<file path="config.mk">
export PLATFORM = sky130hd
export DESIGN_NAME = alarm_scheduler
export DESIGN_NICKNAME = d
export VERILOG_FILES = /design/src/rtl/alarm_scheduler.sv
export SDC_FILE = /design/constraint.sdc
export NUM_CORES = 1
export LEC_CHECK = 0
export CAP_MARGIN = 20
export CORE_ASPECT_RATIO = 1.75
export CORE_MARGIN = 1.5
export CORE_UTILIZATION = 50
export CTS_CLUSTER_DIAMETER = 100
export DETAILED_ROUTE_END_ITERATION = 10
export DONT_BUFFER_PORTS = 1
export GPL_ROUTABILITY_DRIVEN = 1
export GPL_TIMING_DRIVEN = 0
export SETUP_SLACK_MARGIN = 0.1
export SYNTH_ARGS = -nofsm -noshare
export SYNTH_HDL_FRONTEND = slang
export SYNTH_SLANG_ARGS = --single-unit
export TNS_END_PERCENT = 20
</file>
<file path="constraint.sdc">
create_clock -name clk -period 2.6 [get_ports clk]
set_clock_uncertainty 0.2 [all_clocks]
set_input_delay 0.65 -clock clk [delete_from_list [all_inputs] [get_ports clk]]
set_output_delay 0.65 -clock clk [all_outputs]
set_load 0.01 [all_outputs]
</file>
<file path="src/rtl/alarm_scheduler.sv">
// alarm_scheduler: debounces four sensor inputs, latches new alarms as
// pending, and announces them one at a time on a shared buzzer, highest
// index first. Each acknowledge is followed by a quiet hold-off window.
// Optional feature macro: ALARM_ESCALATE_EN adds an escalation flag that
// rises when an alert has gone unacknowledged for ESCALATE_CYCLES cycles.
//
// state | meaning
// IDLE  | nothing announced; start an alert when anything is pending
// ALERT | announcing active_id, buzzer beeping
// HOLD  | quiet window after an acknowledge
module alarm_scheduler #(
  parameter int DEBOUNCE        = 4,
  parameter int BEEP_HALF       = 2,
  parameter int HOLDOFF         = 8,
  parameter int ESCALATE_CYCLES = 64
) (
  input  logic       clk,
  input  logic       rst,
  input  logic [3:0] sensor,
  input  logic       ack,
  output logic       buzzer,
  output logic       alarm_valid,
  output logic [1:0] active_id,
  output logic [3:0] pending,
  output logic       escalate
);

  localparam int DB_W   = $clog2(DEBOUNCE + 1);
  localparam int BEEP_W = $clog2(BEEP_HALF + 1);
  localparam int HOLD_W = $clog2(HOLDOFF + 1);

  if (DEBOUNCE < 1 || BEEP_HALF < 1 || HOLDOFF < 1 || ESCALATE_CYCLES < 1) begin : g_param_check
    $error("alarm_scheduler: timing parameters must all be at least 1");
  end

  typedef enum logic [1:0] {IDLE, ALERT, HOLD} state_t;

  state_t            state, state_n;
  logic [DB_W-1:0]   db_cnt [4];
  logic [3:0]        stable, stable_q, rise, clr;
  logic [1:0]        hi_id, id_n;
  logic [BEEP_W-1:0] beep_cnt, beep_n;
  logic [HOLD_W-1:0] hold_cnt, hold_n;
  logic              buz_n, valid_n, preempt;

  // Per-bit debounce; the counter saturates once the input is declared stable.
  always_ff @(posedge clk or posedge rst) begin
    if (rst) begin
      for (int i = 0; i < 4; i++) db_cnt[i] <= '0;
      stable   <= '0;
      stable_q <= '0;
    end else begin
      stable_q <= stable;
      for (int i = 0; i < 4; i++) begin
        if (!sensor[i]) begin
          db_cnt[i] <= '0;
          stable[i] <= 1'b0;
        end else if (db_cnt[i] != DB_W'(DEBOUNCE)) begin
          db_cnt[i] <= db_cnt[i] + 1'b1;
          if (db_cnt[i] == DB_W'(DEBOUNCE - 1)) stable[i] <= 1'b1;
        end
      end
    end
  end

  assign rise = stable & ~stable_q;

  // Highest-index pending source.
  always_comb begin
    hi_id = 2'd0;
    for (int i = 0; i < 4; i++) if (pending[i]) hi_id = 2'(i);
  end

  assign preempt = (state == ALERT) && !ack && (hi_id > active_id);

  // Next-state and next-output decode; an acknowledge outranks a preemption.
  always_comb begin
    state_n = state;
    id_n    = active_id;
    buz_n   = 1'b0;
    valid_n = 1'b0;
    beep_n  = beep_cnt;
    hold_n  = hold_cnt;
    clr     = '0;
    case (state)
      IDLE: begin
        if (|pending) begin
          state_n = ALERT;
          id_n    = hi_id;
          buz_n   = 1'b1;
          valid_n = 1'b1;
          beep_n  = BEEP_W'(BEEP_HALF - 1);
        end
      end
      ALERT: begin
        valid_n = 1'b1;
        buz_n   = buzzer;
        if (ack) begin
          clr[active_id] = 1'b1;
          state_n = HOLD;
          hold_n  = HOLD_W'(HOLDOFF - 1);
          valid_n = 1'b0;
          buz_n   = 1'b0;
        end else if (preempt) begin
          id_n   = hi_id;
          buz_n  = 1'b1;
          beep_n = BEEP_W'(BEEP_HALF - 1);
        end else if (beep_cnt == '0) begin
          buz_n  = ~buzzer;
          beep_n = BEEP_W'(BEEP_HALF - 1);
        end else begin
          beep_n = beep_cnt - 1'b1;
        end
      end
      HOLD: begin
        if (hold_cnt == '0) state_n = IDLE;
        else hold_n = hold_cnt - 1'b1;
      end
      default: state_n = IDLE;
    endcase
  end

  // State, output and pending registers; a new rise beats a same-cycle clear.
  always_ff @(posedge clk or posedge rst) begin
    if (rst) begin
      state       <= IDLE;
      active_id   <= 2'd0;
      buzzer      <= 1'b0;
      alarm_valid <= 1'b0;
      beep_cnt    <= '0;
      hold_cnt    <= '0;
      pending     <= '0;
    end else begin
      state       <= state_n;
      active_id   <= id_n;
      buzzer      <= buz_n;
      alarm_valid <= valid_n;
      beep_cnt    <= beep_n;
      hold_cnt    <= hold_n;
      pending     <= (pending & ~clr) | rise;
    end
  end

`ifdef ALARM_ESCALATE_EN
  localparam int ESC_W = $clog2(ESCALATE_CYCLES + 1);
  logic [ESC_W-1:0] esc_cnt;

  // Escalation timer: reloads on alert entry or preemption, flag sticks until ack.
  always_ff @(posedge clk or posedge rst) begin
    if (rst) begin
      esc_cnt  <= '0;
      escalate <= 1'b0;
    end else if (state == ALERT) begin
      if (ack) escalate <= 1'b0;
      else if (preempt) esc_cnt <= ESC_W'(ESCALATE_CYCLES - 1);
      else if (esc_cnt == '0) escalate <= 1'b1;
      else esc_cnt <= esc_cnt - 1'b1;
    end else if (state == IDLE && |pending) begin
      esc_cnt <= ESC_W'(ESCALATE_CYCLES - 1);
    end
  end
`else
  assign escalate = 1'b0;
`endif

endmodule

</file>
==> qor.yml <==
clock_tree:
  cts_max_level: 2
  cts_resized: 0
  tritoncts: "built"
  cts-hold-fix-buffers: 0
  clk_latency_ps: 280
  clkTransAtPathRegs_ps: 70
  clock_sinks: 36
  cts-root-buf: "clkbuf_8"
  clockBufferDepth: 2
  post_cts_buffers: 0
  cts_inserted_buffers: 5
pwr:
  p_seq_share_pct: 46.7
  combPwrFrac_pct: 34.4
  switching_share_pct: 37.6
  p_sw_uw: 783
  internal_power_mw: 1.30
  p_per_area_nw_per_um2: 1090
  ir_drop_v: 0.000576
  clkPwrFrac_pct: 18.9
  p_leak_nw: 0.888
floorplanning:
  initial_core_util_pct: 51.8
  num_io_pins: 16
  die-area_sq_um: 3860
  rows: 28
  chipHeight_um: 81.1
  die_width_um: 47.6
  core-area_sq_um: 3360
critical_path:
  worstPathRequired_ps: 2570
  critical_path.cell_chain: "or2_2 > ha_1 > and2b_2 > o21ai_2 > o21ai_2 > mux2_4"
  critPathBufInv: 0
  critPathKind: "reg2reg"
  path_max_fanout: 5
  cp-start-kind: "flop"
  crit_family: "simple AND/OR/NAND/NOR gates"
  cpPeakStageDelay_ps: 470
  timing.critical_path.mode_cell: "o21ai_2"
  cp-end-kind: "flop"
  worstPathArrival_ps: 2230
  cpMaxStageDelayCell: "dfrtp_1"
final_layout:
  final_util_pct: 57.0
  post_route_cells_drive_above_1_share_pct: 10.5
  diodes: 0
  register_area_sq_um: 901
  syn_to_final_growth_pct: 9.98
  fill_cells: 308
  multi_input_comb_area_sq_um: 739
  nNetsFinal: 192
synth:
  syn_inst: 162
  synth.area.mux_share_pct: 2.01
  synthFlopType: "dfrtp_1"
  ys_seq_area_share_pct: 51.7
  async_reset_ff_share_pct: 100
  ys_ff_latch: 36
  synth_area_sq_um: 1740
  yosys.area_share.simple_pct: 15.1
  synth_edf_count: 0
  synth_area_per_cell_sq_um: 10.8
  synth_nets: 184
  synth_warnings: 0
  synth_fa_ha_area_share_pct: 10.8
  synth_top_family_by_area: "simple AND/OR/NAND/NOR gates"
  synth_compound_area_share_pct: 12.3
  synthDistinctLibCells: 34
  synthXorXnorAreaFrac_pct: 2.01
global_route:
  grt_use_total_pct: 16.9
  antenna_found_initial: 0
  grt_pass1_wl_um: 4650
  grt-busiest-layer: "met2"
  use_met3_pct: 4.44
  grt-ovfl-total: 0
  use_met2_pct: 29.9
  grtUsageMet1_pct: 17.1
  grt_max_degree: 20
  grt_pass1_vias: 1148
run_status:
  status: "complete, no violations"
place:
  place_ws_ps: 336
  gp_congestion: 0.748
  port-buffer-count: 0
  dp_hpwl_um: 2170
timing:
  period_needed_ps: 2260
  maxSlewHeadroom_pct: 51.2
  setup_tns_ps: 0
  setup_viol: 0
  tightest_slew_ps: 731
  slew_violations: 0
  timing.fmax_ghz: 0.442
  grt_setup_unrepaired: "no"
  fin_hold_ws_ps: 183
  hold_viol: 0
  finalCritPeriodShare_pct: 87.1
  finalWorstSetupSlack_ps: 335
route:
  vias_per_cell: 5.30
  first_iter_violations: 11
  vias: 1145
  finalWirelength_um: 2750
  drt_pass1_iterations: 4
  ant_nets: 0
  wire_per_inst_um: 12.7
  drc: 0
flow_run:
  maxCapViolations: 0
worst_hold_path:
  hold_class: "in2async"
## cells in the final DEF (no fill, tap or decap), drive strengths merged, types with 4 or more instances in the layout
cell type | synthesis | layout
nor2b | 4 | 4
nand3 | 6 | 6
ha | 15 | 15
nor3 | 4 | 4
clkbuf | 0 | 8
o21ai | 8 | 8
nand2 | 12 | 12
inv | 24 | 24
a21oi | 8 | 8
a21boi | 9 | 9
dfrtp | 36 | 36
and2 | 4 | 4
xnor2 | 4 | 4
## through the flow
step                      total power [mW]  cell area, sq um  instances
after detailed placement              1.72              1830        208
final                                 2.08              1920        216
after CTS                             2.13              1920        216
after floorplan                       1.54              1740        162
after global routing                  2.29              1920        216
after global placement                1.66              1800        207
## cells in the mapped netlist (2+ instances only)
cell type	n	share of area [%]
a21boi_0	9	3.9
a21oi_1	8	2.3
a311oi_1	2	1.0
and2_1	4	1.4
dfrtp_1	36	52
ha_1	15	11
inv_1	24	5.2
mux2i_1	2	1.1
nand2_1	12	2.6
nand2b_1	2	0.72
nand3_1	6	1.7
nand4_1	2	0.72
nor2_1	2	0.43
nor2b_1	4	1.4
nor3_1	2	0.57
nor3_2	2	1.1
nor3b_1	2	0.86
o21ai_0	6	1.7
o21ai_2	2	1.0
o31ai_1	3	1.3
xnor2_1	4	2.0
## final cells by class
class	instances	area share (%)
plain buffers	2	0.653
clock buffers	8	4.70
inverters	24	4.70
multi-input cells	100	38.6
flip-flops and latches	36	47.0
well taps	45	2.94
repair buffers	1	1.44
## kinds of logic after synthesis
| logic type | count (synthesis) |
|---|---|
| compound gates | 33 |
| xor+xnor | 4 |
| fa+ha+maj | 15 |
| buf+inv | 26 |
| flops | 36 |
| mux | 3 |
| other cells | 1 |
| simple gates | 44 |
## path summary, 6_finish.rpt
kind                            slack (ps)  startpoint           end  cells past startpoint
worst min register to register         210   stable[3]   stable_q[3]                      0
worst max-delay path                   340  pending[2]  active_id[1]                      6
worst max register to register         340  pending[2]  active_id[1]                      6
min in group clk                       210   stable[3]   stable_q[3]                      0
max in group asynchronous             1480         rst     db_cnt[6]                      2
worst min-delay path                   180         rst     db_cnt[2]                      1
## registers in the layout, indices dropped and copies added (netlist names)
register and count:
db_cnt 12, hold_cnt 4, pending 4, stable 4
stable_q 4, active_id 2, beep_cnt 2, state 2
alarm_valid 1, buzzer 1
## power groups by stage
stage	logic, mW	clock network [mW]	registers [mW]
floorplan	0.599	0	0.938
finish	0.717	0.394	0.974
detailed placement	0.733	0	0.988
global placement	0.684	0	0.978
global route	0.844	0.432	1.01
CTS	0.737	0.412	0.977
## routing by layer
metal	part of all wire (%)	up-vias	routed length [um]
li1	-	558	-
met1	39	554	1070
met2	54	26	1480
met3	4.4	7	122
met4	2.5	0	68
met5	0	-	0
No activity file was read; power rests on OpenSTA's default activity.
==> edit (config.mk and constraints unchanged) <==
Set the parameter `BEEP_HALF` to 1 (it was 2).
--- a/src/rtl/alarm_scheduler.sv
+++ b/src/rtl/alarm_scheduler.sv
@@ -11,5 +11,5 @@
 module alarm_scheduler #(
   parameter int DEBOUNCE        = 4,
-  parameter int BEEP_HALF       = 2,
+  parameter int BEEP_HALF       = 1,
   parameter int HOLDOFF         = 8,
   parameter int ESCALATE_CYCLES = 64
Check against the original RTL: not equivalent (Yosys sat finds a counterexample within 10 cycles, from zero or initial values and one cycle with rst high).
==> edit against the unedited design <==
Routed wire length decreased by 5.8%; final area decreased by 4.3%; combinational power decreased by 7.4%; sequential share of layout area decreased by 0.61 points; global-route usage increased by 0.76 points; final cell count decreased by 4.2%; total power decreased by 3.1%; sequential cell count decreased by 2; core utilization increased by 1.4 points; highest routed layer unchanged; setup slack improved by 180 ps; synthesized area decreased by 5.7%.
==> edit: results (changes against the unedited design) <==
Outcome
  – Outcome: complete, no violations (unchanged)

Place
  – Setup Slack @ Placement: 526 ps (was 336 ps)
  – Gp weighted congestion: 0.681 (was 0.748)
  – Placed cells: 199 (was 208)

Yosys
  – Area share of xor/xnor cells in the synthesized design: 0.0213 (was 0.0201)
  – Synth Area in Adders: 0.114 (was 0.108)
  – Register area share after synthesis: 0.518 (was 0.517)
  – Compound-Gate Fraction of Synth Area: 0.125 (was 0.123)
  – Syn Area/Cell: 10.6 sq um (was 10.8 sq um)
  – Net Count, Synth: 177 (was 184)
  – List of most frequent post-synthesis cells: dfrtp_1, inv_1, ha_1 (unchanged)
  – Post-synthesis mux area share: 0.0213 (was 0.0201)
  – Dominant cells by area after synthesis: dfrtp_1, ha_1, inv_1 (unchanged)
  – Synth cell types: 30 (was 34)

Worst setup path
  – Reg2Reg Setup Slack: 520 ps (was 340 ps)
  – Crit Path Max Fanout: 4 (was 5)
  – Slowest stage delay, CP: 440 ps (was 470 ps)

Timing
  – Hold slack: 181 ps (was 183 ps)
  – Worst slew pin tran: 739 ps (was 731 ps)

Final layout
  – Share of cells above drive strength 1: 0.104 (was 0.105)
  – Total Nets Final: 185 (was 192)
  – Fillers: 277 (was 308)
  – Layout Cells excl Fill: 207 (was 216)

Global routing
  – Number of global-route vias before repair: 1122 (was 1148)
  – Met1 layer usage reported by global route: 0.170 (was 0.171)
  – Routing usage on met2: 0.314 (was 0.299)
  – First-pass GRT wire length: 4.58 mm (was 4.65 mm)

Routing
  – Iteration-0 DRC Markers: 17 (was 11)
  – Routed wl met3: 128 um (was 122 um)
  – Met2 WL: 1.52 mm (was 1.48 mm)
  – Routed WL per cell: 12.5 um (was 12.7 um)
  – DRT met1 WL: 918 um (was 1.07 mm)

Power
  – Pleak: 0.000870 uW (was 0.000888 uW)
  – Clock net power: 445 uW (was 394 uW)
  – P_comb: 664 uW (was 717 uW)
  – Switching Power: 711 uW (was 783 uW)
-- edit: layout make-up --
class / count / area (sq um) / share of cell area
flip-flops and latches: 34 / 851 / 0.464
multi-input cells: 96 / 694 / 0.379
clock buffers: 8 / 110 / 0.0600
inverters: 23 / 86.3 / 0.0471
well taps: 43 / 53.8 / 0.0293
repair buffers: 1 / 27.5 / 0.0150
plain buffers: 2 / 11.3 / 0.00614
-- edit: per-stage QoR --
| step | instance area (sq um) | util |
|---|---|---|
| global placement | 1700 | 0.540 |
| finish | 1830 | 0.584 |
| CTS | 1830 | 0.584 |
| detailed placement | 1720 | 0.549 |
| floorplan | 1640 | - |
| global route | 1830 | 0.584 |
-- edit: worst max-delay path: cells and delay by family (launching register included) --
kind	cells	cell delay, ps
AOI/OAI and AO/OA	1	190
muxes	1	300
DFF	1	440
adders and majority gates	1	300
and+or+nand+nor	3	540
